==> src/rtl/vga_timing.sv <==
// VGA raster timing generator: a pixel-rate divider feeding horizontal and
// vertical counters, with sync, active-region, start markers and a sticky vblank flag.
module vga_timing #(
    parameter int unsigned H_ACTIVE = 640,
    parameter int unsigned H_FP     = 16,
    parameter int unsigned H_SYNC   = 96,
    parameter int unsigned H_BP     = 48,
    parameter int unsigned V_ACTIVE = 480,
    parameter int unsigned V_FP     = 10,
    parameter int unsigned V_SYNC   = 2,
    parameter int unsigned V_BP     = 33,
    parameter int unsigned CLK_DIV  = 1,
    parameter bit          SYNC_POL = 1'b0
) (
    input  logic        clk,
    input  logic        resetn,
    input  logic        enable,
    input  logic        vblank_ack,
    output logic        pix_stb,
    output logic [10:0] pix_x,
    output logic [10:0] pix_y,
    output logic        active,
    output logic        hsync,
    output logic        vsync,
    output logic        line_start,
    output logic        frame_start,
    output logic        vblank_irq
);

    localparam logic [10:0] H_TOTAL   = 11'(H_ACTIVE + H_FP + H_SYNC + H_BP);
    localparam logic [10:0] V_TOTAL   = 11'(V_ACTIVE + V_FP + V_SYNC + V_BP);
    localparam logic [10:0] H_ACT     = 11'(H_ACTIVE);
    localparam logic [10:0] V_ACT     = 11'(V_ACTIVE);
    localparam logic [10:0] H_SYNC_LO = 11'(H_ACTIVE + H_FP);
    localparam logic [10:0] H_SYNC_HI = 11'(H_ACTIVE + H_FP + H_SYNC);
    localparam logic [10:0] V_SYNC_LO = 11'(V_ACTIVE + V_FP);
    localparam logic [10:0] V_SYNC_HI = 11'(V_ACTIVE + V_FP + V_SYNC);
    localparam logic [3:0]  DIV_LAST  = 4'(CLK_DIV - 1);

    logic        run_r;
    logic [3:0]  div_cnt_r;
    logic [10:0] h_cnt_r;
    logic [10:0] v_cnt_r;
    logic        irq_r;

    logic        pix_stb_s;
    logic        h_wrap_s;
    logic        v_wrap_s;
    logic        irq_set_s;

    // Strobe and wrap decodes shared by the counters and the outputs
    always_comb begin
        pix_stb_s = run_r && (div_cnt_r == DIV_LAST);
        h_wrap_s  = (h_cnt_r == (H_TOTAL - 11'd1));
        v_wrap_s  = (v_cnt_r == (V_TOTAL - 11'd1));
        irq_set_s = pix_stb_s && (h_cnt_r == 11'd0) && (v_cnt_r == V_ACT);
    end

    // Run flag, pixel divider and raster counters; enable low parks everything at zero
    always_ff @(posedge clk) begin
        if (!resetn) begin
            run_r     <= 1'b0;
            div_cnt_r <= 4'd0;
            h_cnt_r   <= 11'd0;
            v_cnt_r   <= 11'd0;
        end else begin
            run_r <= enable;
            if (!enable) begin
                div_cnt_r <= 4'd0;
                h_cnt_r   <= 11'd0;
                v_cnt_r   <= 11'd0;
            end else if (run_r) begin
                if (div_cnt_r == DIV_LAST) begin
                    div_cnt_r <= 4'd0;
                end else begin
                    div_cnt_r <= div_cnt_r + 4'd1;
                end
                if (pix_stb_s) begin
                    if (h_wrap_s) begin
                        h_cnt_r <= 11'd0;
                        if (v_wrap_s) begin
                            v_cnt_r <= 11'd0;
                        end else begin
                            v_cnt_r <= v_cnt_r + 11'd1;
                        end
                    end else begin
                        h_cnt_r <= h_cnt_r + 11'd1;
                    end
                end else begin
                    h_cnt_r <= h_cnt_r;
                end
            end else begin
                div_cnt_r <= div_cnt_r;
            end
        end
    end

    // Sticky vblank flag: a set in the same cycle as an ack takes precedence
    always_ff @(posedge clk) begin
        if (!resetn) begin
            irq_r <= 1'b0;
        end else if (irq_set_s) begin
            irq_r <= 1'b1;
        end else if (vblank_ack) begin
            irq_r <= 1'b0;
        end else begin
            irq_r <= irq_r;
        end
    end

    // Output decode from state only, so no input reaches an output combinationally
    always_comb begin
        pix_stb     = 1'b0;
        pix_x       = 11'd0;
        pix_y       = 11'd0;
        active      = 1'b0;
        hsync       = ~SYNC_POL;
        vsync       = ~SYNC_POL;
        line_start  = 1'b0;
        frame_start = 1'b0;
        vblank_irq  = irq_r;
        if (run_r) begin
            pix_stb     = pix_stb_s;
            pix_x       = h_cnt_r;
            pix_y       = v_cnt_r;
            active      = (h_cnt_r < H_ACT) && (v_cnt_r < V_ACT);
            hsync       = ((h_cnt_r >= H_SYNC_LO) && (h_cnt_r < H_SYNC_HI)) ? SYNC_POL : ~SYNC_POL;
            vsync       = ((v_cnt_r >= V_SYNC_LO) && (v_cnt_r < V_SYNC_HI)) ? SYNC_POL : ~SYNC_POL;
            line_start  = pix_stb_s && (h_cnt_r == 11'd0);
            frame_start = pix_stb_s && (h_cnt_r == 11'd0) && (v_cnt_r == 11'd0);
        end else begin
            pix_stb     = 1'b0;
            active      = 1'b0;
        end
    end

endmodule

==> config.mk <==
export PLATFORM = sky130hd
export DESIGN_NAME = vga_timing
export DESIGN_NICKNAME = d
export VERILOG_FILES = /design/src/rtl/vga_timing.sv
export SDC_FILE = /design/constraint.sdc
export NUM_CORES = 1
export LEC_CHECK = 0
export CAP_MARGIN = 20
export CORE_ASPECT_RATIO = 0.75
export CORE_MARGIN = 4
export CORE_UTILIZATION = 56
export DETAILED_ROUTE_END_ITERATION = 10
export DONT_BUFFER_PORTS = 1
export PLACE_DENSITY_LB_ADDON = 0.1
export SETUP_SLACK_MARGIN = 0.2
export SLEW_MARGIN = 40
export SYNTH_ARGS = -nofsm -noshare
export SYNTH_HDL_FRONTEND = slang
export SYNTH_SLANG_ARGS = --single-unit
==> constraint.sdc <==
create_clock -name clk -period 1.8 [get_ports clk]
set_input_delay 0.36 -clock clk [delete_from_list [all_inputs] [get_ports clk]]
set_output_delay 0.36 -clock clk [all_outputs]
set_load 0.01 [all_outputs]
==> flow_metrics.env, run 1 <==
export IMPL_die_w_um=70.4
export IMPL_ir_drop_mv=0.598
export IMPL_p_leak_nw=1.01
export IMPL_cp_arrival_ns=1.87
export IMPL_finalMaxSlewViolations=0
export IMPL_cts_root_buf="clkbuf_8"
export IMPL_die_h_um=54.8
export IMPL_swShare=0.241
export IMPL_clock_latency_ns=0.28
export IMPL_syn_area_per_cell_um2=8.19
export IMPL_power_switching_mw=0.283
export IMPL_n_antenna_cell=0
export IMPL_synth_largest_area_cell="dfxtp_1"
export IMPL_syn_area_um2=1640
export IMPL_place_inst=259
export IMPL_netlist_instances=200
export IMPL_combPwrFrac=0.124
export IMPL_synth_simple_gate_area_frac=0.382
export IMPL_num_vias=1944
export IMPL_grt_pass1_wl_mm=7.99
export IMPL_netlist_area_leader_share=0.342
export IMPL_num_rows=16
export IMPL_min_path_type="primary input to flop"
export IMPL_drive_above_1_share=0.504
export IMPL_crit_fanout=3
export IMPL_intPower_mw=0.891
export IMPL_cts_made_buffers=3
export IMPL_cts_hold_buf=0
export IMPL_via_per_inst=6.75
export IMPL_grt_start_max_net_pins=28
export IMPL_cp_end_kind="output pin"
export IMPL_worst_pin_slew_ns=0.417
export IMPL_num_nets_final=263
export IMPL_fmax_ghz=0.449
export IMPL_wl_per_cell_um=24.0
export IMPL_ys_ff_latch=28
export IMPL_placeableCoreArea_um2=2700
export IMPL_synth_top_family_by_area="simple AND/OR/NAND/NOR gates"
export IMPL_wl_mm=6.91
export IMPL_nFillCells=98
export IMPL_synthXorXnorAreaFrac=0.0749
export IMPL_hold_viol=0
export IMPL_setup_viol=21
export IMPL_power_density_nw_per_um2=470
export IMPL_whs_ns=0.212
export IMPL_antenna_found_initial=0
export IMPL_synth_distinct_cells=42
export IMPL_cp_start_kind="flop"
export IMPL_synth_area_mux_share=0.00611
export IMPL_cts_sinks=28
export IMPL_drc=0
export IMPL_grt_setup_unrepaired="true"
export IMPL_clkTransAtPathRegs_ns=0.10
export IMPL_gr_total_overflow=0
export IMPL_die_area_um2=3860
export IMPL_pwr_share_seq=0.532
export IMPL_ff_latch_area_um2=574
export IMPL_synth_compound_area_frac=0.0940
export IMPL_drtIter0Drc=264
export IMPL_critPathRequiredTime_ns=1.44
export IMPL_ys_warn_count=0
export IMPL_ys_async_sr_fraction=0
export IMPL_synthAdderAreaFrac=0.0458
export IMPL_synth_edf_count=0
export IMPL_hpwl_mm=3.05
export IMPL_initial_core_util=0.606
export IMPL_area_growth_pct=52.6
export IMPL_ant_nets=0
export IMPL_multiInputGateArea_um2=1260
export IMPL_first_global_vias=1632
export IMPL_gp_congestion=0.856
export IMPL_skew_ns=0.00621
export IMPL_grt_use_total=0.270
export IMPL_crit_type="flop to output pin"
export IMPL_synth_fp_nets=210
export IMPL_cts_tree="built"
export IMPL_cts_max_path_buffers=2
export IMPL_htreeDepth=1
export IMPL_fin_crit_sh=1.24
export IMPL_io_pins=33
export IMPL_cap_violations=0
export IMPL_power_frac_clock=0.344
export IMPL_drt_pre_antenna_iters=5
export IMPL_instances_no_fill=288
export IMPL_ff2ff_setup_slack_ns=-0.35
export IMPL_status="complete, but fails checks"
export IMPL_ys_seq_area_frac=0.342
export IMPL_violations="setup timing"
export IMPL_final_cell_mix="buf_4, and2_1, dfxtp_1, nor2_1, buf_6"
export IMPL_layout_commonest_cell="buf_4"
export IMPL_port_buffers=0
export IMPL_synth_flop_cell="dfxtp_1"
export IMPL_setup_slack_ns=-0.427
export IMPL_maxSlewHeadroom=0.720
export IMPL_period_needed_ns=2.23
export IMPL_synthTopCellsByArea="dfxtp_1, and2_1, xor2_1, ha_1, nor2_1"
## worst max-delay path, cell delays in order (launching register included)
cell and delay (ns):
dfxtp_1 0.36, nor4_1 0.43, and4_1 0.31, nand4b_1 0.17, nor3_2 0.16, buf_4 0.15
## metrics by stage
stage	setup slack (ns)	TNS [ns]	instance area [um^2]	utilization	power (mW)
2_1_floorplan	-0.0526	-0.104	1640	-	0.682
3_3_place_gp	-0.0267	-0.0267	1870	0.693	0.706
3_5_place_dp	-0.124	-0.369	1870	0.693	0.707
4_1_cts	-0.267	-0.640	2220	0.821	1.13
5_1_grt	-0.456	-4.33	2500	0.925	1.20
6_report	-0.427	-3.55	2500	0.925	1.17
## path summary, 6_finish.rpt
| path | from | end | depth (start not counted) |
|---|---|---|---|
| max reg2reg | h_cnt_r[8] | vblank_irq | 9 |
| max | h_cnt_r[8] | frame_start | 5 |
| min reg2reg | v_cnt_r[1] | v_cnt_r[1] | 2 |
| min | resetn | vblank_irq | 1 |
## power by group through the flow
stage / clock, mW / combinational [mW] / sequential [mW]
finish: 0.404 / 0.145 / 0.625
global route: 0.419 / 0.151 / 0.625
CTS: 0.391 / 0.112 / 0.625
detailed placement: 0 / 0.0686 / 0.639
global placement: 0 / 0.0674 / 0.638
floorplan: 0 / 0.0438 / 0.639
## flip-flops by register name, indices dropped and copies added, names as in the netlist
name        cells
h_cnt_r        11
div_cnt_r       4
run_r           1
v_cnt_r        11
vblank_irq      1
## per-layer routing
metal,part of all wire,GRT usage,vias up
met4,0.071,0.0669,0
met2,0.45,0.512,172
met3,0.11,0.0569,61
li1,-,-,801
met5,0,0,-
met1,0.37,0.317,910
## cell families after synthesis
kind of cell | after synthesis
flops | 28
simple gates | 108
buf+inv | 18
xor+xnor | 14
mux | 1
fa+ha+maj | 6
compound gates | 25
## cell usage after synthesis (all sizes together), types with 2 or more instances
| cell type | count |
|---|---|
| nor4 | 3 |
| and3 | 7 |
| nor3 | 12 |
| inv | 8 |
| nand2 | 15 |
| or3 | 2 |
| nand3 | 4 |
| dfxtp | 28 |
| ha | 6 |
| xnor2 | 5 |
| a21o | 2 |
| clkbuf | 5 |
| and4 | 2 |
| buf | 5 |
| o21ai | 15 |
| xor2 | 9 |
| nor3b | 2 |
| o31ai | 2 |
| nand4 | 11 |
| and2 | 25 |
| a21oi | 2 |
| nor2 | 19 |
## area by class of cell
cell class                 count  share of cell area
multi-input combinational    154               0.504
timing repair buffer          58               0.214
tap                           36              0.0180
clock buffer                   4              0.0220
inverter                       8              0.0120
sequential                    28               0.230
## what timing repair did
| item | 4_1_cts | 5_1_grt |
|---|---|---|
| gates cloned | 1 | 0 |
| resized for setup | 55 | 42 |
| pin swaps | 29 | 23 |
| setup buffers | 9 | 15 |
| hold endpoints to repair | 0 | 0 |
| setup endpoints to repair | 24 | 31 |
Power figures use the tool's default switching activity.
==> run 2, diff against run 1 <==
--- a/config.mk
+++ b/config.mk
@@ -8,7 +8,7 @@
 export CAP_MARGIN = 20
 export CORE_ASPECT_RATIO = 0.75
 export CORE_MARGIN = 4
-export CORE_UTILIZATION = 56
+export CORE_UTILIZATION = 45
 export DETAILED_ROUTE_END_ITERATION = 10
 export DONT_BUFFER_PORTS = 1
 export PLACE_DENSITY_LB_ADDON = 0.1
==> flow_metrics.env, run 2 (synthesis gave the netlist of run 1 again) <==
export IMPL_port_buffers=0
export IMPL_n_antenna_cell=0
export IMPL_power_switching_mw=0.272
export IMPL_worst_path_max_delay_cell="dfxtp_2"
export IMPL_num_vias=1694
export IMPL_power_frac_clock=0.396
export IMPL_maxSlewHeadroom=0.634
export IMPL_layout_commonest_cell="buf_4"
export IMPL_setup_slack_ns=-0.306
export IMPL_initial_core_util=0.482
export IMPL_cts_max_path_buffers=2
export IMPL_cap_violations=0
export IMPL_antenna_found_initial=0
export IMPL_ant_nets=0
export IMPL_cts_root_buf="clkbuf_8"
export IMPL_crit_type="flop to output pin"
export IMPL_die_w_um=77.7
export IMPL_fmax_ghz=0.475
export IMPL_gr_total_overflow=0
export IMPL_cp_start_kind="flop"
export IMPL_grt_start_max_net_pins=17
export IMPL_grt_pass1_wl_mm=8.00
export IMPL_cts_sinks=28
export IMPL_nFillCells=223
export IMPL_crit_cells=7
export IMPL_cts_made_buffers=3
export IMPL_ir_drop_mv=0.387
export IMPL_critical_path_cell_chain="inv_2, ha_1, and4bb_2, and4_4, nand4b_1, nor3_2, buf_4"
export IMPL_area_growth_pct=51.9
export IMPL_postLayoutCoreUtil=0.732
export IMPL_cp_end_kind="output pin"
export IMPL_pwr_share_seq=0.494
export IMPL_via_per_inst=5.76
export IMPL_die_area_um2=4680
export IMPL_cts_tree="built"
export IMPL_crit_path_max_incr_delay_ns=0.34
export IMPL_crit_fanout=2
export IMPL_worst_r2r_path_depth=10
export IMPL_swShare=0.215
export IMPL_placeableCoreArea_um2=3400
export IMPL_setup_viol=23
export IMPL_path_buf_inv=2
export IMPL_clkTransAtPathRegs_ns=0.10
export IMPL_hold_path_depth=1
export IMPL_num_rows=18
export IMPL_io_pins=33
export IMPL_hpwl_mm=3.18
export IMPL_first_global_vias=1632
export IMPL_finalMaxSlewViolations=0
export IMPL_skew_ns=0.00876
export IMPL_violations="setup timing"
export IMPL_wl_per_cell_um=17.4
export IMPL_critPathRequiredTime_ns=1.44
export IMPL_clock_latency_ns=0.28
export IMPL_fin_area_um2=2490
export IMPL_worst_pin_slew_ns=0.548
export IMPL_htreeDepth=1
export IMPL_drtIter0Drc=124
export IMPL_wl_mm=5.12
export IMPL_num_nets_final=255
export IMPL_cp_top_family="simple AND/OR/NAND/NOR gates"
export IMPL_intPower_mw=0.992
export IMPL_final_cell_mix="buf_4, and2_1, dfxtp_1, nor2_1, buf_6"
export IMPL_dpl_cell_area_um2=1910
export IMPL_die_h_um=60.2
export IMPL_power_density_nw_per_um2=508
export IMPL_cp_arrival_ns=1.75
export IMPL_gp_congestion=0.866
export IMPL_combPwrFrac=0.110
export IMPL_drc=0
export IMPL_period_needed_ns=2.11
export IMPL_status="complete, but fails checks"
export IMPL_fin_crit_sh=1.17
export IMPL_p_leak_nw=0.961
export IMPL_min_path_type="primary input to flop"
export IMPL_grt_setup_unrepaired="true"
export IMPL_hold_viol=0
export IMPL_drt_pre_antenna_iters=4
export IMPL_top_regs="h_cnt_r x11, v_cnt_r x11, div_cnt_r x4"
export IMPL_grt_use_total=0.218
export IMPL_drive_above_1_share=0.447
[run 2: layout make-up]
class,instances,area (um^2),area share
Timing Repair Buffer,50,522,0.210
Sequential cell,28,578,0.232
Tap cell,50,62.6,0.0251
Multi-Input combinational cell,154,1220,0.492
Inverter,8,30.0,0.0121
Clock buffer,3,41.3,0.0166
Clock inverter,1,30.0,0.0121
[run 2: what timing repair did]
action,4_1_cts,5_1_grt
pin swaps,26,13
endpoints found under the setup margin,26,31
buffers inserted,9,4
endpoints found under the hold margin,0,0
hold buffers,0,0
resized for setup,64,23
gates cloned,2,0
[run 2: worst paths after layout]
path                start     endpoint  slack (ns)
max          div_cnt_r[1]  frame_start       -0.31
min                resetn   vblank_irq        0.19
max reg2reg  div_cnt_r[1]   v_cnt_r[4]       -0.25
min reg2reg    v_cnt_r[1]   v_cnt_r[1]        0.51
[run 2: power by group through the flow]
stage	Sequential, mW	Clock, mW	Combinational (mW)
after global placement	0.638	0	0.0686
after floorplan	0.639	0	0.0438
final	0.625	0.500	0.139
after global routing	0.625	0.536	0.145
after CTS	0.626	0.509	0.120
after detailed placement	0.639	0	0.0713
[run 2: metal layers]
metal | part of all wire | track usage | wire, um | up-vias
li1 | - | - | - | 786
met1 | 0.42 | 0.278 | 2170 | 826
met2 | 0.49 | 0.372 | 2510 | 70
met3 | 0.069 | 0.0452 | 352 | 12
met4 | 0.017 | 0.0685 | 89 | 0
met5 | 0 | 0 | 0 | -
[run 2: worst reg2reg max path: cells and delay by family (launching register included)]
kind,cells,cell delay (ns)
and+or+nand+nor,3,0.80
buffers and inverters,5,0.52
DFF,1,0.34
AOI/OAI and AO/OA,1,0.18
adders and majority gates,1,0.12
[run 2: per-stage QoR]
stage / power, mW / hold slack [ns] / instances / setup slack (ns) / TNS [ns]
after global routing: 1.31 / 0.195 / 294 / -0.392 / -4.35
final: 1.26 / 0.193 / 294 / -0.306 / -2.90
after CTS: 1.25 / 0.194 / 290 / -0.204 / -0.434
after detailed placement: 0.710 / 0.487 / 275 / -0.115 / -0.328
after global placement: 0.707 / 0.487 / 275 / -0.0581 / -0.0852
after floorplan: 0.682 / 0.471 / 200 / -0.0526 / -0.104
